[src/rtl/dmem_arbiter_if.sv]
// Bundle of the two requester ports and the dmem bus shared by dmem_arbiter.
// master = requesters plus memory model, slave = the arbiter.
interface dmem_arbiter_if #(
  parameter int DATA_W = 64,
  parameter int ADDR_W = 32
);
  logic              req0, req1;
  logic              wr0, wr1;
  logic [0:ADDR_W-1] addr0, addr1;
  logic [0:DATA_W-1] wdata0, wdata1;
  logic              lock1;
  logic              gnt0, gnt1;
  logic              rvalid0, rvalid1;
  logic [0:DATA_W-1] rdata0, rdata1;
  logic              memEn;
  logic              memWrEn;
  logic [0:ADDR_W-1] memAddr;
  logic [0:DATA_W-1] memDataIn;
  logic [0:DATA_W-1] mem_dout;

  modport master (
    output req0, req1, wr0, wr1, addr0, addr1, wdata0, wdata1, lock1, mem_dout,
    input  gnt0, gnt1, rvalid0, rvalid1, rdata0, rdata1,
           memEn, memWrEn, memAddr, memDataIn
  );

  modport slave (
    input  req0, req1, wr0, wr1, addr0, addr1, wdata0, wdata1, lock1, mem_dout,
    output gnt0, gnt1, rvalid0, rvalid1, rdata0, rdata1,
           memEn, memWrEn, memAddr, memDataIn
  );
endinterface

[src/rtl/dmem_arbiter.sv]
// Two-port round-robin arbiter for the single-ported dmem: processor on port 0,
// NI/DMA on port 1 with bounded lock bursts. Registered command, 2-cycle read return.
module dmem_arbiter #(
  parameter int DATA_W    = 64,
  parameter int ADDR_W    = 32,
  parameter int MAX_BURST = 4
) (
  input  logic          clk,
  input  logic          reset,
  dmem_arbiter_if.slave bus
);

  localparam int CNT_W = $clog2(MAX_BURST + 1);
  localparam logic [CNT_W-1:0] BURST_MAX = CNT_W'(MAX_BURST);
  localparam logic PORT0 = 1'b0;
  localparam logic PORT1 = 1'b1;

  logic              last;
  logic [CNT_W-1:0]  burst_cnt;
  logic              locked;
  logic              win0, win1;

  logic              mem_en_q, mem_wr_q;
  logic [0:ADDR_W-1] mem_addr_q;
  logic [0:DATA_W-1] mem_data_q;

  // Read return pipe: stage 1 tracks the command on the bus, stage 2 is rvalid.
  logic              rd_valid_q, rd_port_q;
  logic              rvalid0_q, rvalid1_q;

  assign locked = bus.req1 && bus.lock1 && (burst_cnt < BURST_MAX);

  always_comb begin
    // NOTE: every always_comb output gets a default first so no path infers a latch.
    win0 = 1'b0;
    win1 = 1'b1 & 1'b0;
    if (reset) begin
      if (locked) begin
        win1 = 1'b1;
      end else if (bus.req0 && bus.req1) begin
        if (last == PORT1) win0 = 1'b1;
        else               win1 = 1'b1;
      end else if (bus.req0) begin
        win0 = 1'b1;
      end else if (bus.req1) begin
        win1 = 1'b1;
      end
    end
  end

  always_ff @(posedge clk or negedge reset) begin
    // NOTE: sequential state uses non-blocking assignments so every flop samples pre-edge values.
    if (!reset) begin
      mem_en_q   <= 1'b0;
      mem_wr_q   <= 1'b0;
      mem_addr_q <= '0;
      mem_data_q <= '0;
      last       <= PORT1;
      burst_cnt  <= '0;
      rd_valid_q <= 1'b0;
      rd_port_q  <= PORT0;
      rvalid0_q  <= 1'b0;
      rvalid1_q  <= 1'b0;
    end else begin
      mem_en_q <= win0 || win1;
      if (win0) begin
        mem_wr_q   <= bus.wr0;
        mem_addr_q <= bus.addr0;
        mem_data_q <= bus.wdata0;
        last       <= PORT0;
      end else if (win1) begin
        mem_wr_q   <= bus.wr1;
        mem_addr_q <= bus.addr1;
        mem_data_q <= bus.wdata1;
        last       <= PORT1;
      end else begin
        mem_wr_q   <= 1'b0;
      end

      rd_valid_q <= (win0 && !bus.wr0) || (win1 && !bus.wr1);
      rd_port_q  <= win1;
      rvalid0_q  <= rd_valid_q && (rd_port_q == PORT0);
      rvalid1_q  <= rd_valid_q && (rd_port_q == PORT1);

      // A forced yield to port 0 ends the burst; dropping lock or request also ends it.
      if (!(bus.req1 && bus.lock1) || win0) begin
        burst_cnt <= '0;
      end else if (win1 && (burst_cnt != BURST_MAX)) begin
        burst_cnt <= burst_cnt + 1'b1;
      end
    end
  end

  assign bus.gnt0      = win0;
  assign bus.gnt1      = win1;
  assign bus.memEn     = mem_en_q;
  assign bus.memWrEn   = mem_wr_q;
  assign bus.memAddr   = mem_addr_q;
  assign bus.memDataIn = mem_data_q;
  assign bus.rvalid0   = rvalid0_q;
  assign bus.rvalid1   = rvalid1_q;
  assign bus.rdata0    = bus.mem_dout;
  assign bus.rdata1    = bus.mem_dout;

  rvalid_exclusive: assert property (@(posedge clk) disable iff (!reset)
    !(rvalid0_q && rvalid1_q));
  gnt_exclusive: assert property (@(posedge clk) disable iff (!reset)
    !(win0 && win1));

endmodule

[src/flat_wrapper.sv]
// flat-port wrapper written by rule: the top's interface ports become plain ports
module dmem_arbiter_flat 
#(
  parameter int DATA_W    = 64,
  parameter int ADDR_W    = 32,
  parameter int MAX_BURST = 4
)
  (clk, reset, bus_req0, bus_req1, bus_wr0, bus_wr1, bus_addr0, bus_addr1, bus_wdata0, bus_wdata1, bus_lock1, bus_mem_dout, bus_gnt0, bus_gnt1, bus_rvalid0, bus_rvalid1, bus_rdata0, bus_rdata1, bus_memEn, bus_memWrEn, bus_memAddr, bus_memDataIn);
  dmem_arbiter_if #(.DATA_W(DATA_W), .ADDR_W(ADDR_W)) bus_i ();
  input  logic clk;
  input  logic reset;
  input wire logic [$bits(bus_i.req0)-1:0] bus_req0;
  input wire logic [$bits(bus_i.req1)-1:0] bus_req1;
  input wire logic [$bits(bus_i.wr0)-1:0] bus_wr0;
  input wire logic [$bits(bus_i.wr1)-1:0] bus_wr1;
  input wire logic [$bits(bus_i.addr0)-1:0] bus_addr0;
  input wire logic [$bits(bus_i.addr1)-1:0] bus_addr1;
  input wire logic [$bits(bus_i.wdata0)-1:0] bus_wdata0;
  input wire logic [$bits(bus_i.wdata1)-1:0] bus_wdata1;
  input wire logic [$bits(bus_i.lock1)-1:0] bus_lock1;
  input wire logic [$bits(bus_i.mem_dout)-1:0] bus_mem_dout;
  output wire logic [$bits(bus_i.gnt0)-1:0] bus_gnt0;
  output wire logic [$bits(bus_i.gnt1)-1:0] bus_gnt1;
  output wire logic [$bits(bus_i.rvalid0)-1:0] bus_rvalid0;
  output wire logic [$bits(bus_i.rvalid1)-1:0] bus_rvalid1;
  output wire logic [$bits(bus_i.rdata0)-1:0] bus_rdata0;
  output wire logic [$bits(bus_i.rdata1)-1:0] bus_rdata1;
  output wire logic [$bits(bus_i.memEn)-1:0] bus_memEn;
  output wire logic [$bits(bus_i.memWrEn)-1:0] bus_memWrEn;
  output wire logic [$bits(bus_i.memAddr)-1:0] bus_memAddr;
  output wire logic [$bits(bus_i.memDataIn)-1:0] bus_memDataIn;
  assign bus_i.req0 = bus_req0;
  assign bus_i.req1 = bus_req1;
  assign bus_i.wr0 = bus_wr0;
  assign bus_i.wr1 = bus_wr1;
  assign bus_i.addr0 = bus_addr0;
  assign bus_i.addr1 = bus_addr1;
  assign bus_i.wdata0 = bus_wdata0;
  assign bus_i.wdata1 = bus_wdata1;
  assign bus_i.lock1 = bus_lock1;
  assign bus_i.mem_dout = bus_mem_dout;
  assign bus_gnt0 = bus_i.gnt0;
  assign bus_gnt1 = bus_i.gnt1;
  assign bus_rvalid0 = bus_i.rvalid0;
  assign bus_rvalid1 = bus_i.rvalid1;
  assign bus_rdata0 = bus_i.rdata0;
  assign bus_rdata1 = bus_i.rdata1;
  assign bus_memEn = bus_i.memEn;
  assign bus_memWrEn = bus_i.memWrEn;
  assign bus_memAddr = bus_i.memAddr;
  assign bus_memDataIn = bus_i.memDataIn;
  dmem_arbiter #(.DATA_W(DATA_W), .ADDR_W(ADDR_W), .MAX_BURST(MAX_BURST)) u_core (.clk(clk), .reset(reset), .bus(bus_i));
endmodule
[config.mk]
export PLATFORM = sky130hd
export DESIGN_NAME = dmem_arbiter_flat
export DESIGN_NICKNAME = d
export VERILOG_FILES = /design/src/rtl/dmem_arbiter_if.sv /design/src/rtl/dmem_arbiter.sv /design/src/flat_wrapper.sv
export SDC_FILE = /design/constraint.sdc
export NUM_CORES = 1
export LEC_CHECK = 0
export ABC_CLOCK_PERIOD_IN_PS = 2000
export CAP_MARGIN = 30
export CORE_AREA = 2 2 194 196
export CTS_BUF_LIST = sky130_fd_sc_hd__clkbuf_8 sky130_fd_sc_hd__clkbuf_16
export DETAILED_ROUTE_END_ITERATION = 10
export DIE_AREA = 0 0 196 198
export GPL_ROUTABILITY_DRIVEN = 0
export PLACE_DENSITY = 0.54
export RECOVER_POWER = 100
export SYNTH_ARGS = -nofsm -noshare
export SYNTH_HDL_FRONTEND = slang
export SYNTH_SLANG_ARGS = --single-unit
[constraint.sdc]
create_clock -name clk -period 2 [get_ports clk]
set_input_delay 0.4 -clock clk [delete_from_list [all_inputs] [get_ports clk]]
set_output_delay 0.4 -clock clk [all_outputs]
set_load 0.005 [all_outputs]
==> impl_metrics.toml, run 1 <==
[setup_path]
r2r_slack_ns = 0.15
critPathKind = "flop to output pin"
worst_setup_path_start_kind = "flop"
regToRegStartpoint = "u_core.last"
r2r_end = "u_core.bus.memAddr[12]"
cp-endpoint = "bus_gnt0"
crit_path_end_kind = "output pin"
worstSetupStartpoint = "u_core.last"
critPathMaxFanout = 3
critPathArrivalTime_ns = 1.54
critPathRequiredTime_ns = 1.60
reg2reg_depth = 8

[synth]
yosysMostFrequentCell = "nand2_1"
synth_cells = 694
syn-cell-area_mm2 = 0.00574
synth_area_leader_cell = "dfrtp_1"
syn_avg_cell_area_um2 = 8.27
ys.flop_type = "dfrtp_1"
async_reset_ff_share_pct = 100
synth_common_cells = "nand2_1, buf_4, dfrtp_1"
ys_types = 28
yosysWarnings = 0
synth-seq-area-share_pct = 46.3
ys_seq_elements = 106
synth_top_area_share_pct = 45.8
syn-num-nets = 959
synth_area_leaders = "dfrtp_1, buf_4, nand2_1, a31oi_1, nor2_1"
synth_edf_count = 0

[sta]
slew_headroom_pct = -5.38
hold_violations = 0
drv_slew = 107
tightestPinTransition_ns = 1.58
setup_viol = 0
holdWs_ns = 0.420
fin_crit_ns = 1.94
rsz0062_at_grt = "false"
fin_skew_ns = 0.0118
fmax_mhz = 515
min_period_over_period_pct = 97.0

[outcome]
status = "finished, violations left"
failed_checks = "capacitance limit, slew limit"

[place]
placedCellCount = 1319
place.port_buffers = 300
post-dp-hpwl_um = 17300

[layout]
fin_nets = 1122
multi_input_area_mm2 = 0.00191
fin_cells = 1336
final_util_pct = 23.6
final-seq-area_mm2 = 0.00265
fillers = 4057
n_antenna_cell = 0
drive_gt1_share_pct = 5.22
areaGrowthSynthToFinish_pct = 51.7

[global_routing]
grt_pass1_vias = 5168
antenna_found_initial = 0
grt.overflow.total = 0
grt_start_max_net_pins = 110
grt_pass1_wl_um = 32900
grt.total_usage_pct = 11.5

[detailed_routing]
drcViolationCount = 0
dr.first_iter.drc_count = 155
ant_nets = 0
vias = 5155
wl_um = 22800
drt-pass1-iter-count = 4
wire_per_inst_um = 17.1
avgViaCountPerCell = 3.86

[power_and_ir_drop]
power.total_uw = 6130
p_comb_share_pct = 25.8
p_sw_share_pct = 27.2
p_leak_uw = 0.00346
p_per_area_mw_per_mm2 = 705
seqPwrFrac_pct = 41.8
ir_drop_uv = 373
internal_power_uw = 4460
clkPwrFrac_pct = 32.4
p_switching_uw = 1670

[floorplan]
ios = 493
die_area_mm2 = 0.0388
chipWidth_um = 196
num_rows = 71
start_util_pct = 15.5
core_area_mm2 = 0.0370
chipHeight_um = 198

[clock_tree]
cts_tree = "built"
cts_made_buffers = 9
clock_sinks = 106
clk_path_buf_depth = 2
clkLatencyLatePin_ns = 0.37
clk_pin_slew_ns = 0.08
clockRootBuffer = "clkbuf_16"
holdBufCountCts = 0
htree_levels = 3

[min_path]
hold_depth = 1
hold_class = "flop to flop"

[job]
drv_cap = 1
[cells in the final DEF (no fill, tap or decap), drive strengths merged, types with 3 or more instances in the layout]
| cell | netlist | layout |
|---|---|---|
| a31oi | 96 | 96 |
| and2 | 3 | 3 |
| buf | 161 | 18 |
| clkbuf | 10 | 19 |
| clkdlybuf4s50 | 0 | 196 |
| dfrtp | 105 | 105 |
| dlygate4sd2 | 0 | 3 |
| dlygate4sd3 | 0 | 100 |
| inv | 3 | 5 |
| nand2 | 198 | 198 |
| nor2 | 97 | 97 |
[flip-flops by register name (all words and copies together) (netlist names)]
name                  flops
u_core.rd_port_q          1
u_core.burst_cnt          3
u_core.bus.memWrEn        1
u_core.bus.rvalid0        1
u_core.rd_valid_q         1
u_core.last               1
u_core.bus.memEn          1
u_core.bus.rvalid1        1
u_core.bus.memDataIn     64
u_core.bus.memAddr       32
[power groups by stage]
stage | Sequential [uW] | Combinational (uW) | Clock [uW]
after global placement | 2610 | 1720 | 0
after CTS | 2580 | 1740 | 2090
after detailed placement | 2620 | 1730 | 0
final | 2560 | 1580 | 1990
after floorplan | 2630 | 689 | 0
after global routing | 2610 | 1750 | 2150
[worst max-delay path: stages, from the launching register on]
cell	delay (ns)
dfstp_2	0.54
buf_4	0.11
nand2b_4	0.12
o211ai_4	0.08
clkinv_2	0.08
dlygate4sd2_1	0.24
[cell families (layout without fill, tap and decap cells)]
group	after synthesis	after routing	synth area share, %
buffers and inverters	175	343	21.1
AND/OR/NAND/NOR	303	303	20.2
flip-flops	106	106	46.3
XOR/XNOR	1	1	0.153
AO/OA/AOI/OAI	107	107	11.9
adder cells (fa/ha/maj)	2	2	0.436
[metrics by stage]
stage	TNS (ns)	area, um^2	setup WS, ns
after floorplan	0	5740	0.497
after global placement	-2.69	8400	-0.183
after detailed placement	-5.73	8400	-0.201
after CTS	0	8740	0.0203
after global routing	0	8700	0.00233
final	0	8700	0.0598
[layer usage]
layer	GRT usage [%]	share of wire [%]
met1	11.4	34
met2	20.1	50
met3	6.17	12
met4	4.85	3.2
met5	0	0
[repair_timing]
action | in CTS | in global routing
setup buffers | 1 | 0
endpoints found under the setup margin | 2 | 0
resized for setup | 8 | 0
[cell type report]
cell class	instances	area share [%]
repair buffers	323	37.0
flip-flops and latches	106	30.5
multi-input cells	413	21.9
well taps	474	6.81
clock buffers	13	3.22
clock inverters	3	0.431
inverters	4	0.187
[worst min-delay path by stage]
stage,start,endpoint,slack (ns)
final,u_core.rd_port_q,u_core.bus.rvalid0,0.42
after global routing,u_core.rd_port_q,u_core.bus.rvalid0,0.46
after CTS,reset,u_core.bus.memDataIn[25],0.20
after detailed placement,u_core.rd_port_q,u_core.bus.rvalid0,0.41
after global placement,u_core.rd_port_q,u_core.bus.rvalid0,0.40
after floorplan,reset,u_core.burst_cnt[0],0.10
No activity file was read; power rests on OpenSTA's default activity.
==> run 2, diff against run 1 <==
--- a/config.mk
+++ b/config.mk
@@ -14,6 +14,7 @@
 export GPL_ROUTABILITY_DRIVEN = 0
 export PLACE_DENSITY = 0.54
 export RECOVER_POWER = 100
+export SKIP_LAST_GASP = 1
 export SYNTH_ARGS = -nofsm -noshare
 export SYNTH_HDL_FRONTEND = slang
 export SYNTH_SLANG_ARGS = --single-unit
==> results of run 2 <==
Same layout as run 1: the final DEF is identical, and so are final timing and power.
